==> config.mk <==
export PLATFORM = sky130hd
export DESIGN_NAME = muldiv_unit_flat
export DESIGN_NICKNAME = d
export VERILOG_FILES = /design/src/rtl/muldiv_unit_if.sv /design/src/rtl/muldiv_unit.sv /design/src/flat_wrapper.sv
export SDC_FILE = /design/constraint.sdc
export NUM_CORES = 1
export LEC_CHECK = 0
export CAP_MARGIN = 30
export CORE_UTILIZATION = 55
export DETAILED_ROUTE_END_ITERATION = 10
export PLACE_DENSITY = 0.75
export SETUP_SLACK_MARGIN = 0.4
export SYNTH_ARGS = -nofsm -noshare
export SYNTH_HDL_FRONTEND = slang
export SYNTH_SLANG_ARGS = --single-unit
export TNS_END_PERCENT = 10
==> constraint.sdc <==
create_clock -name clk -period 8.5 [get_ports clk]
set_input_delay 1.7 -clock clk [delete_from_list [all_inputs] [get_ports clk]]
set_output_delay 1.7 -clock clk [all_outputs]
set_load 0.02 [all_outputs]
==> src/rtl/muldiv_unit_if.sv <==
// ============================================================================
// muldiv_unit_if : request/response bundle between the execute stage and muldiv_unit
// Revision: 1.0
// ============================================================================
`default_nettype none

interface muldiv_unit_if #(
   parameter int XLEN = 32
) ();
   logic            start;
   logic            kill;
   logic [2:0]      funct3;
   logic [XLEN-1:0] op_a;
   logic [XLEN-1:0] op_b;
   logic            busy;
   logic            done;
   logic [XLEN-1:0] result;

   modport master (
      output start, kill, funct3, op_a, op_b,
      input  busy, done, result
   );

   modport slave (
      input  start, kill, funct3, op_a, op_b,
      output busy, done, result
   );
endinterface

`default_nettype wire

==> src/rtl/muldiv_unit.sv <==
// ============================================================================
// muldiv_unit : iterative RV32M/RV64M multiply/divide, one bit per cycle
// Revision: 1.0
// ============================================================================
`default_nettype none

module muldiv_unit #(
   parameter int XLEN  = 32,
   parameter int CNT_W = $clog2(XLEN) + 1
) (
   input  wire logic      clk,
   input  wire logic      reset,
   muldiv_unit_if.slave   bus
);
   typedef enum logic [1:0] {
      S_IDLE = 2'd0,
      S_CALC = 2'd1,
      S_FIX  = 2'd2,
      S_DONE = 2'd3
   } state_t;

   localparam logic [XLEN-1:0] ONES    = {XLEN{1'b1}};
   localparam logic [XLEN-1:0] INT_MIN = {1'b1, {(XLEN-1){1'b0}}};

   state_t              state_q, state_d;
   logic [CNT_W-1:0]    cnt_q, cnt_d;
   logic [2*XLEN-1:0]   acc_q, acc_d;
   logic [XLEN-1:0]     opnd_q, opnd_d;
   logic [2:0]          funct3_q, funct3_d;
   logic                neg_a_q, neg_a_d;
   logic                neg_b_q, neg_b_d;
   logic                special_q, special_d;
   logic [XLEN-1:0]     result_q, result_d;

   logic                a_signed, b_signed, a_neg, b_neg, div_zero, div_ovf;
   logic [XLEN-1:0]     mag_a, mag_b;
   logic [XLEN:0]       mul_sum, div_hi;
   logic [XLEN-1:0]     div_sub, quo_fix, rem_fix;
   logic                div_ge;
   logic [2*XLEN-1:0]   prod_fix, mul_next, div_next;
   logic [XLEN-1:0]     fix_res;

   always_comb begin
      a_signed = (bus.funct3 == 3'b001) || (bus.funct3 == 3'b010) ||
                 (bus.funct3 == 3'b100) || (bus.funct3 == 3'b110);
      b_signed = (bus.funct3 == 3'b001) || (bus.funct3 == 3'b100) || (bus.funct3 == 3'b110);
      a_neg    = a_signed && bus.op_a[XLEN-1];
      b_neg    = b_signed && bus.op_b[XLEN-1];
      // Negating the most-negative value wraps back to itself, which is its correct unsigned magnitude
      mag_a    = a_neg ? -bus.op_a : bus.op_a;
      mag_b    = b_neg ? -bus.op_b : bus.op_b;
      div_zero = bus.funct3[2] && (bus.op_b == '0);
      div_ovf  = bus.funct3[2] && !bus.funct3[0] && (bus.op_a == INT_MIN) && (bus.op_b == ONES);

      // Multiply: acc = {partial, remaining multiplier bits}, shifted right each step
      mul_sum  = {1'b0, acc_q[2*XLEN-1:XLEN]} + {1'b0, (acc_q[0] ? opnd_q : '0)};
      mul_next = {mul_sum, acc_q[XLEN-1:1]};

      // Divide: acc = {remainder, dividend/quotient}, shifted left each step
      div_hi   = acc_q[2*XLEN-1:XLEN-1];
      div_ge   = div_hi >= {1'b0, opnd_q};
      div_sub  = div_hi[XLEN-1:0] - opnd_q;
      div_next = {(div_ge ? div_sub : div_hi[XLEN-1:0]), acc_q[XLEN-2:0], div_ge};

      prod_fix = (neg_a_q ^ neg_b_q) ? -acc_q : acc_q;
      quo_fix  = (neg_a_q ^ neg_b_q) ? -acc_q[XLEN-1:0] : acc_q[XLEN-1:0];
      rem_fix  = neg_a_q ? -acc_q[2*XLEN-1:XLEN] : acc_q[2*XLEN-1:XLEN];

      case (funct3_q)
         3'b000:                 fix_res = prod_fix[XLEN-1:0];
         3'b001, 3'b010, 3'b011: fix_res = prod_fix[2*XLEN-1:XLEN];
         3'b100, 3'b101:         fix_res = quo_fix;
         default:                fix_res = rem_fix;
      endcase
      if (special_q) begin
         fix_res = acc_q[XLEN-1:0];
      end
   end

   always_comb begin
      state_d   = state_q;
      cnt_d     = cnt_q;
      acc_d     = acc_q;
      opnd_d    = opnd_q;
      funct3_d  = funct3_q;
      neg_a_d   = neg_a_q;
      neg_b_d   = neg_b_q;
      special_d = special_q;
      result_d  = result_q;

      case (state_q)
         S_IDLE: begin
            if (bus.start && !bus.kill) begin
               funct3_d  = bus.funct3;
               neg_a_d   = a_neg;
               neg_b_d   = b_neg;
               cnt_d     = '0;
               special_d = div_zero || div_ovf;
               // Special cases park their final value in the low half and bypass sign fix-up
               if (div_zero) begin
                  acc_d   = {{XLEN{1'b0}}, (bus.funct3[1] ? bus.op_a : ONES)};
                  state_d = S_FIX;
               end else if (div_ovf) begin
                  acc_d   = {{XLEN{1'b0}}, (bus.funct3[1] ? {XLEN{1'b0}} : bus.op_a)};
                  state_d = S_FIX;
               end else begin
                  acc_d   = {{XLEN{1'b0}}, (bus.funct3[2] ? mag_a : mag_b)};
                  opnd_d  = bus.funct3[2] ? mag_b : mag_a;
                  state_d = S_CALC;
               end
            end
         end
         S_CALC: begin
            if (bus.kill) begin
               state_d = S_IDLE;
            end else begin
               acc_d = funct3_q[2] ? div_next : mul_next;
               cnt_d = cnt_q + CNT_W'(1);
               if (cnt_q == CNT_W'(XLEN-1)) begin
                  state_d = S_FIX;
               end
            end
         end
         S_FIX: begin
            if (bus.kill) begin
               state_d = S_IDLE;
            end else begin
               result_d = fix_res;
               state_d  = S_DONE;
            end
         end
         default: begin
            state_d = S_IDLE;
         end
      endcase
   end

   always_ff @(posedge clk or posedge reset) begin
      if (reset) begin
         state_q   <= S_IDLE;
         cnt_q     <= '0;
         acc_q     <= '0;
         opnd_q    <= '0;
         funct3_q  <= '0;
         neg_a_q   <= 1'b0;
         neg_b_q   <= 1'b0;
         special_q <= 1'b0;
         result_q  <= '0;
      end else begin
         state_q   <= state_d;
         cnt_q     <= cnt_d;
         acc_q     <= acc_d;
         opnd_q    <= opnd_d;
         funct3_q  <= funct3_d;
         neg_a_q   <= neg_a_d;
         neg_b_q   <= neg_b_d;
         special_q <= special_d;
         result_q  <= result_d;
      end
   end

   assign bus.busy   = (state_q != S_IDLE);
   assign bus.done   = (state_q == S_DONE) && !bus.kill;
   assign bus.result = result_q;
endmodule

`default_nettype wire

==> src/flat_wrapper.sv <==
// flat-port wrapper written by rule: the top's interface ports become plain ports
module muldiv_unit_flat 
#(
   parameter int XLEN  = 32,
   parameter int CNT_W = $clog2(XLEN) + 1
)
  (clk, reset, bus_start, bus_kill, bus_funct3, bus_op_a, bus_op_b, bus_busy, bus_done, bus_result);
  muldiv_unit_if #(.XLEN(XLEN)) bus_i ();
  input  wire logic clk;
  input  wire logic reset;
  input wire logic [$bits(bus_i.start)-1:0] bus_start;
  input wire logic [$bits(bus_i.kill)-1:0] bus_kill;
  input wire logic [$bits(bus_i.funct3)-1:0] bus_funct3;
  input wire logic [$bits(bus_i.op_a)-1:0] bus_op_a;
  input wire logic [$bits(bus_i.op_b)-1:0] bus_op_b;
  output wire logic [$bits(bus_i.busy)-1:0] bus_busy;
  output wire logic [$bits(bus_i.done)-1:0] bus_done;
  output wire logic [$bits(bus_i.result)-1:0] bus_result;
  assign bus_i.start = bus_start;
  assign bus_i.kill = bus_kill;
  assign bus_i.funct3 = bus_funct3;
  assign bus_i.op_a = bus_op_a;
  assign bus_i.op_b = bus_op_b;
  assign bus_busy = bus_i.busy;
  assign bus_done = bus_i.done;
  assign bus_result = bus_i.result;
  muldiv_unit #(.XLEN(XLEN), .CNT_W(CNT_W)) u_core (.clk(clk), .reset(reset), .bus(bus_i));
endmodule
==> impl_metrics.yaml, run 1 <==
floorplan:
  die-width_um: 169
  die_h_um: 169
  rows: 60
  pin_count: 105
  initial_core_util: 0.566
  fp.coreArea_um2: 27300
  die_area_um2: 28700
timing:
  worst_pin_slew_ns: 1.06
  worst_slack_ns: 3.41
  fin_skew_ns: 0.0273
  setup_viol: 0
  hold_viol: 0
  rsz0062_at_grt: "false"
  post-route-period-util: 0.599
  min_period_ns: 5.09
  setup_tns_ns: 0
  fmax_mhz: 196
  whs_ns: 0.480
  slew_headroom: 0.292
  slew_viol_final: 0
setup_path:
  endpoint_kind: "flop"
  crit_fanout: 12
  startpoint_type: "input port"
  timing.rr.end: "u_core.acc_q[62]"
  critPathRequiredTime_ns: 8.79
  reg2reg_depth: 13
  r2r_slack_ns: 4.11
  path_class: "in -> reg"
  worstPathArrival_ns: 5.37
  cp-startpoint: "bus_op_b[14]"
  r2r_start: "u_core.acc_q[0]"
  crit_end: "u_core.acc_q[24]"
grt:
  grtUsageTotal: 0.416
  grt_pass1_wl_um: 90400
  grt_pass1_vias: 15367
  antenna_found_initial: 1
  grt_overflow_total: 0
  grt_max_degree: 96
placed_design:
  port_buffers: 104
  place_inst: 2457
  gp_congestion: 1.04
  post-dp-hpwl_um: 45000
  dp_slack_ns: 3.02
logic_synthesis:
  synthMostInstantiatedCell: "a21oi_1"
  ys_ff_latch: 142
  netlist_area_um2: 15400
  synth_top_area_frac: 0.230
  syn-num-nets: 2248
  synth_top_cells_by_count: "225 x a21oi_1, 217 x o21ai_0, 208 x nor2_1"
  ys_seq_area_frac: 0.230
  synthCells: 2105
  yosysWarningCount: 0
  async_reset_ff_frac: 1.00
  synth_area_leaders: "dfrtp_1 23%, a21oi_1 7.3%, o21ai_0 7.0%"
  ys.flop_type: "dfrtp_1"
  syn_avg_cell_area_um2: 7.33
  synth_top_area_cell: "dfrtp_1"
  synth_edf_count: 0
  synth.distinct_cells: 83
clock_network:
  cts-root-buf: "clkbuf_16"
  cts_made_buffers: 17
  cts_sinks: 142
  cts_tree: "built"
  cts.reportedPaths.clkPinSlew_ns: 0.07
  cts_hold_buf: 0
  cts.repair.resized: 0
  cts_setup_buffers: 0
  cts_buffer_depth: 2
  cts.htree.levels: 4
  clk_latency_ns: 0.45
status:
  outcome: "completed"
routing:
  first_pass_iters: 6
  via_per_inst: 6.72
  drc_errors: 0
  wl_per_cell_um: 23.9
  vias: 16717
  routed_wl_um: 59500
  drtIter0Drc: 2058
  ant_nets: 0
power:
  p_leak_nw: 7.13
  ir_drop_mv: 0.182
  p_per_area_nw_per_um2: 279
final_layout:
  fillCellCount: 2460
  fin_cells: 2489
  insertedDiodeCount: 0
  final_util: 0.630
  nets: 2247
  drive_gt1_frac: 0.0581
  synthToLayoutAreaGrowth_pct: 11.4
flow_run:
  drv_cap: 0
worst_hold_path:
  hp-class: "reg -> reg"
-- flip-flops by register name, indices dropped and copies added, names as in the netlist --
signal / count
u_core.acc_q: 64
u_core.bus.result: 32
u_core.opnd_q: 32
u_core.cnt_q: 6
u_core.funct3_q: 3
u_core.state_q: 2
u_core.neg_a_q: 1
u_core.neg_b_q: 1
u_core.special_q: 1
-- how the worst min path moves through the flow --
stage	from	endpoint	slack [ns]	depth (start not counted)
2_1_floorplan	u_core.opnd_q[31]	u_core.opnd_q[31]	0.45	1
3_3_place_gp	u_core.bus.result[19]	u_core.bus.result[19]	0.46	1
3_5_place_dp	u_core.bus.result[19]	u_core.bus.result[19]	0.47	1
4_1_cts	u_core.bus.result[19]	u_core.bus.result[19]	0.48	1
5_1_grt	u_core.bus.result[19]	u_core.bus.result[19]	0.51	1
6_report	u_core.bus.result[19]	u_core.bus.result[19]	0.48	1
-- through the flow --
| stage | instance area, um2 | total power [mW] |
|---|---|---|
| after detailed placement | 16600 | 3.90 |
| after floorplan | 15400 | 3.09 |
| final | 17200 | 4.80 |
| after CTS | 17200 | 4.68 |
| after global routing | 17200 | 5.04 |
| after global placement | 16600 | 3.87 |
-- cells by family after synthesis --
family	count (synthesis)	share of synthesized area
AOI/OAI and AO/OA	724	0.283
buffers and inverters	231	0.0582
and+or+nand+nor	674	0.213
adders and majority gates	72	0.0594
muxes	70	0.0467
DFF	142	0.230
xor gates and xnor gates	192	0.109
-- cell usage in the layout (no fill, tap or decap), types with 22 or more instances in the layout --
| master | count |
|---|---|
| nor3_1 | 45 |
| a21oi_1 | 225 |
| inv_1 | 74 |
| nand2_1 | 199 |
| xor2_1 | 86 |
| o21ai_0 | 217 |
| a31oi_1 | 35 |
| clkdlybuf4s50_1 | 103 |
| dfrtp_1 | 141 |
| nor2_1 | 206 |
| mux2i_1 | 55 |
| nand3_1 | 35 |
| a211oi_1 | 23 |
| nand4_1 | 29 |
| o211ai_1 | 38 |
| or3_1 | 22 |
| xnor2_1 | 105 |
| ha_1 | 70 |
| buf_4 | 29 |
| a21o_1 | 36 |
-- per-layer routing --
layer | GRT usage | up-vias | share of wire
met5 | 0 | - | 0
met4 | 0.185 | 0 | 0.048
met3 | 0.0809 | 176 | 0.10
met2 | 0.648 | 1008 | 0.44
met1 | 0.558 | 7900 | 0.41
li1 | - | 7633 | -
-- layout make-up --
class,instances,area (um2),share of cell area
Clock inverter,14,145,0.00845
Clock buffer,18,439,0.0256
Sequential cell,142,3550,0.207
Multi-Input combinational cell,1732,11000,0.641
Tap cell,372,465,0.0271
Timing Repair Buffer,134,1260,0.0737
Inverter,77,294,0.0171
-- worst max-delay path, stage by stage --
cell	delay (ns)
clkdlybuf4s50_1	0.49
or4_1	0.60
nor4_1	0.42
nand3_1	0.36
nor4_2	0.94
nand2_1	0.23
o21ai_0	0.22
a211oi_1	0.07
a311oi_1	0.25
a21oi_1	0.10
-- report_power, final --
part           internal, mW  switching [mW]
Sequential            0.807           0.375
Combinational          1.10            1.73
Clock                 0.421           0.359
Power figures use the tool's default switching activity.
==> run 2: changes to the inputs <==
Clock period 8.5 ns to 5.1 ns, I/O delays scaled along.
==> run 2 against run 1 <==
Net effect:
- sequential share of layout area is 0.20 points lower
- non-clock buffer count is 22 higher
- hold slack better by 0.0033 ns
- via count is 1.3% higher
- critical path depth is 3 higher
- global-route usage is 0.15 points higher
- wire length is 0.57% higher
- final area is 0.99% higher
- clock-buffer cell count is 1 higher
- core utilization is 0.62 points higher
==> impl_metrics.yaml, run 2 (same netlist as run 1, synthesis figures left out) <==
final_layout:
  drive_gt1_frac: 0.0673
  largest-register: "u_core.acc_q"
  final-seq-area_um2: 3550
  multi_input_area_um2: 11000
  fillCellCount: 2457
  largest_register_ffs: 64
  synthToLayoutAreaGrowth_pct: 12.5
  nets: 2269
  final_cell_mix: "225 x a21oi_1, 217 x o21ai_0, 206 x nor2_1, 199 x nand2_1, 141 x dfrtp_1"
  layout_commonest_cell: "a21oi_1"
  fin_cells: 2512
routing:
  via_per_inst: 6.74
  first_pass_iters: 9
  vias: 16935
  routed_wl_um: 59800
  ant_nets: 0
  drc_errors: 0
  drtIter0Drc: 2058
  wl_per_cell_um: 23.8
power:
  p_clk_frac: 0.158
  ir_drop_mv: 0.306
  p_leak_nw: 7.24
  pwr-share-seq: 0.246
  p_sw_mw: 4.11
  comb_power_share: 0.596
  internal_power_mw: 3.88
  p_sw_frac: 0.514
  p_per_area_nw_per_um2: 461
floorplan:
  pin_count: 105
  initial_core_util: 0.566
  die-width_um: 169
  die_h_um: 169
  rows: 60
  die_area_um2: 28700
  fp.coreArea_um2: 27300
grt:
  grt_max_degree: 93
  grt_overflow_total: 0
  grt_pass1_vias: 15517
  grt_pass1_wl_um: 91200
  antenna_found_initial: 0
  grtUsageTotal: 0.418
placed_design:
  place_inst: 2479
  post-dp-hpwl_um: 45500
  gp_congestion: 1.00
  port_buffers: 104
setup_path:
  crit_buf_inv: 2
  crit_family: "compound AO/OA/AOI/OAI gates"
  endpoint_kind: "flop"
  crit_chain: "inv_1 -> buf_4 -> nor2_1 -> ha_1 -> o211ai_1 -> a21oi_1 -> o21ai_0 -> nand4_1 -> o21a_1 -> a21oi_1 -> a211oi_1 -> a2111oi_0 -> o41ai_1"
  critPathRequiredTime_ns: 5.42
  slowest_stage: "a211oi_1"
  path_class: "reg -> reg"
  critPathMaxStageDelay_ns: 0.60
  crit_fanout: 21
  worstPathArrival_ns: 4.76
  path_common_cell: "a21oi_1"
  startpoint_type: "flop"
timing:
  min_period_ns: 4.44
  worst_pin_slew_ns: 1.00
  fin_skew_ns: 0.0199
  setup_tns_ns: 0
  post-route-period-util: 0.870
  hold_viol: 0
  rsz0062_at_grt: "false"
  slew_viol_final: 0
  setup_viol: 0
  fmax_mhz: 225
  slew_headroom: 0.326
clock_network:
  cts_hold_buf: 0
  cts.reportedPaths.clkPinSlew_ns: 0.07
  cts-root-buf: "clkbuf_16"
  cts.htree.levels: 4
  cts_tree: "built"
  cts.repair.resized: 0
  cts_setup_buffers: 0
  cts_made_buffers: 17
  cts_sinks: 142
  cts_buffer_depth: 2
  clk_latency_ns: 0.44
status:
  outcome: "completed"
flow_run:
  drv_cap: 0
worst_hold_path:
  hp-class: "reg -> reg"
## run 2: changes by cell type in the layout (fill, tap and decap cells not counted), moves of 3 or more
cell / change
buf_12: +3
clkinv_4: -3
inv_8: +3
buf_4: +20
## run 2: layout make-up
cell class                      instances  share of cell area
Inverter                               77              0.0169
Timing Repair Buffer                  156              0.0844
Sequential cell                       142               0.205
Antenna cell                            1            0.000144
Tap cell                              372              0.0268
Clock buffer                           19              0.0255
Multi-Input combinational cell       1732               0.634
Clock inverter                         13             0.00693
## run 2: worst paths after layout
| kind | from | endpoint | slack [ns] | cells after the start |
|---|---|---|---|---|
| setup / recovery | u_core.acc_q[0] | u_core.acc_q[63] | 0.66 | 13 |
| hold / removal | u_core.opnd_q[21] | u_core.opnd_q[21] | 0.48 | 2 |
| max in group asynchronous | reset | u_core.acc_q[35] | 3.32 | 3 |
| setup reg to reg | u_core.acc_q[0] | u_core.acc_q[63] | 0.66 | 13 |
| min in group asynchronous | reset | u_core.bus.result[19] | 0.91 | 2 |
| hold reg to reg | u_core.opnd_q[21] | u_core.opnd_q[21] | 0.48 | 2 |
## run 2: tightest hold or removal path, cell delays in order, from the launching register on
cell,delay (ns)
dfrtp_1,0.34
nand2_1,0.05
o21ai_0,0.06
## run 2: layer usage
metal / share of wire / track usage
met5: 0 / 0
met4: 0.057 / 0.224
met3: 0.10 / 0.0753
met2: 0.44 / 0.643
met1: 0.41 / 0.556
## run 2: metrics by stage
| step | setup WS (ns) | utilization | total power [mW] | hold WS, ns | cell area, um2 |
|---|---|---|---|---|---|
| 4_1_cts | 0.829 | 0.636 | 7.80 | 0.488 | 17300 |
| 2_1_floorplan | 1.48 | - | 5.14 | 0.449 | 15400 |
| 3_5_place_dp | 0.490 | 0.616 | 6.53 | 0.473 | 16800 |
| 5_1_grt | 0.497 | 0.636 | 8.39 | 0.513 | 17300 |
| 6_report | 0.665 | 0.636 | 7.99 | 0.484 | 17300 |
| 3_3_place_gp | 0.601 | 0.616 | 6.46 | 0.462 | 16800 |
## run 2: power groups by stage
stage	registers, mW	logic (mW)	clock network [mW]
6_report	1.96	4.76	1.26
2_1_floorplan	1.57	3.58	0
4_1_cts	1.92	4.62	1.26
3_3_place_gp	1.93	4.53	0
3_5_place_dp	1.94	4.59	0
5_1_grt	1.97	5.12	1.31
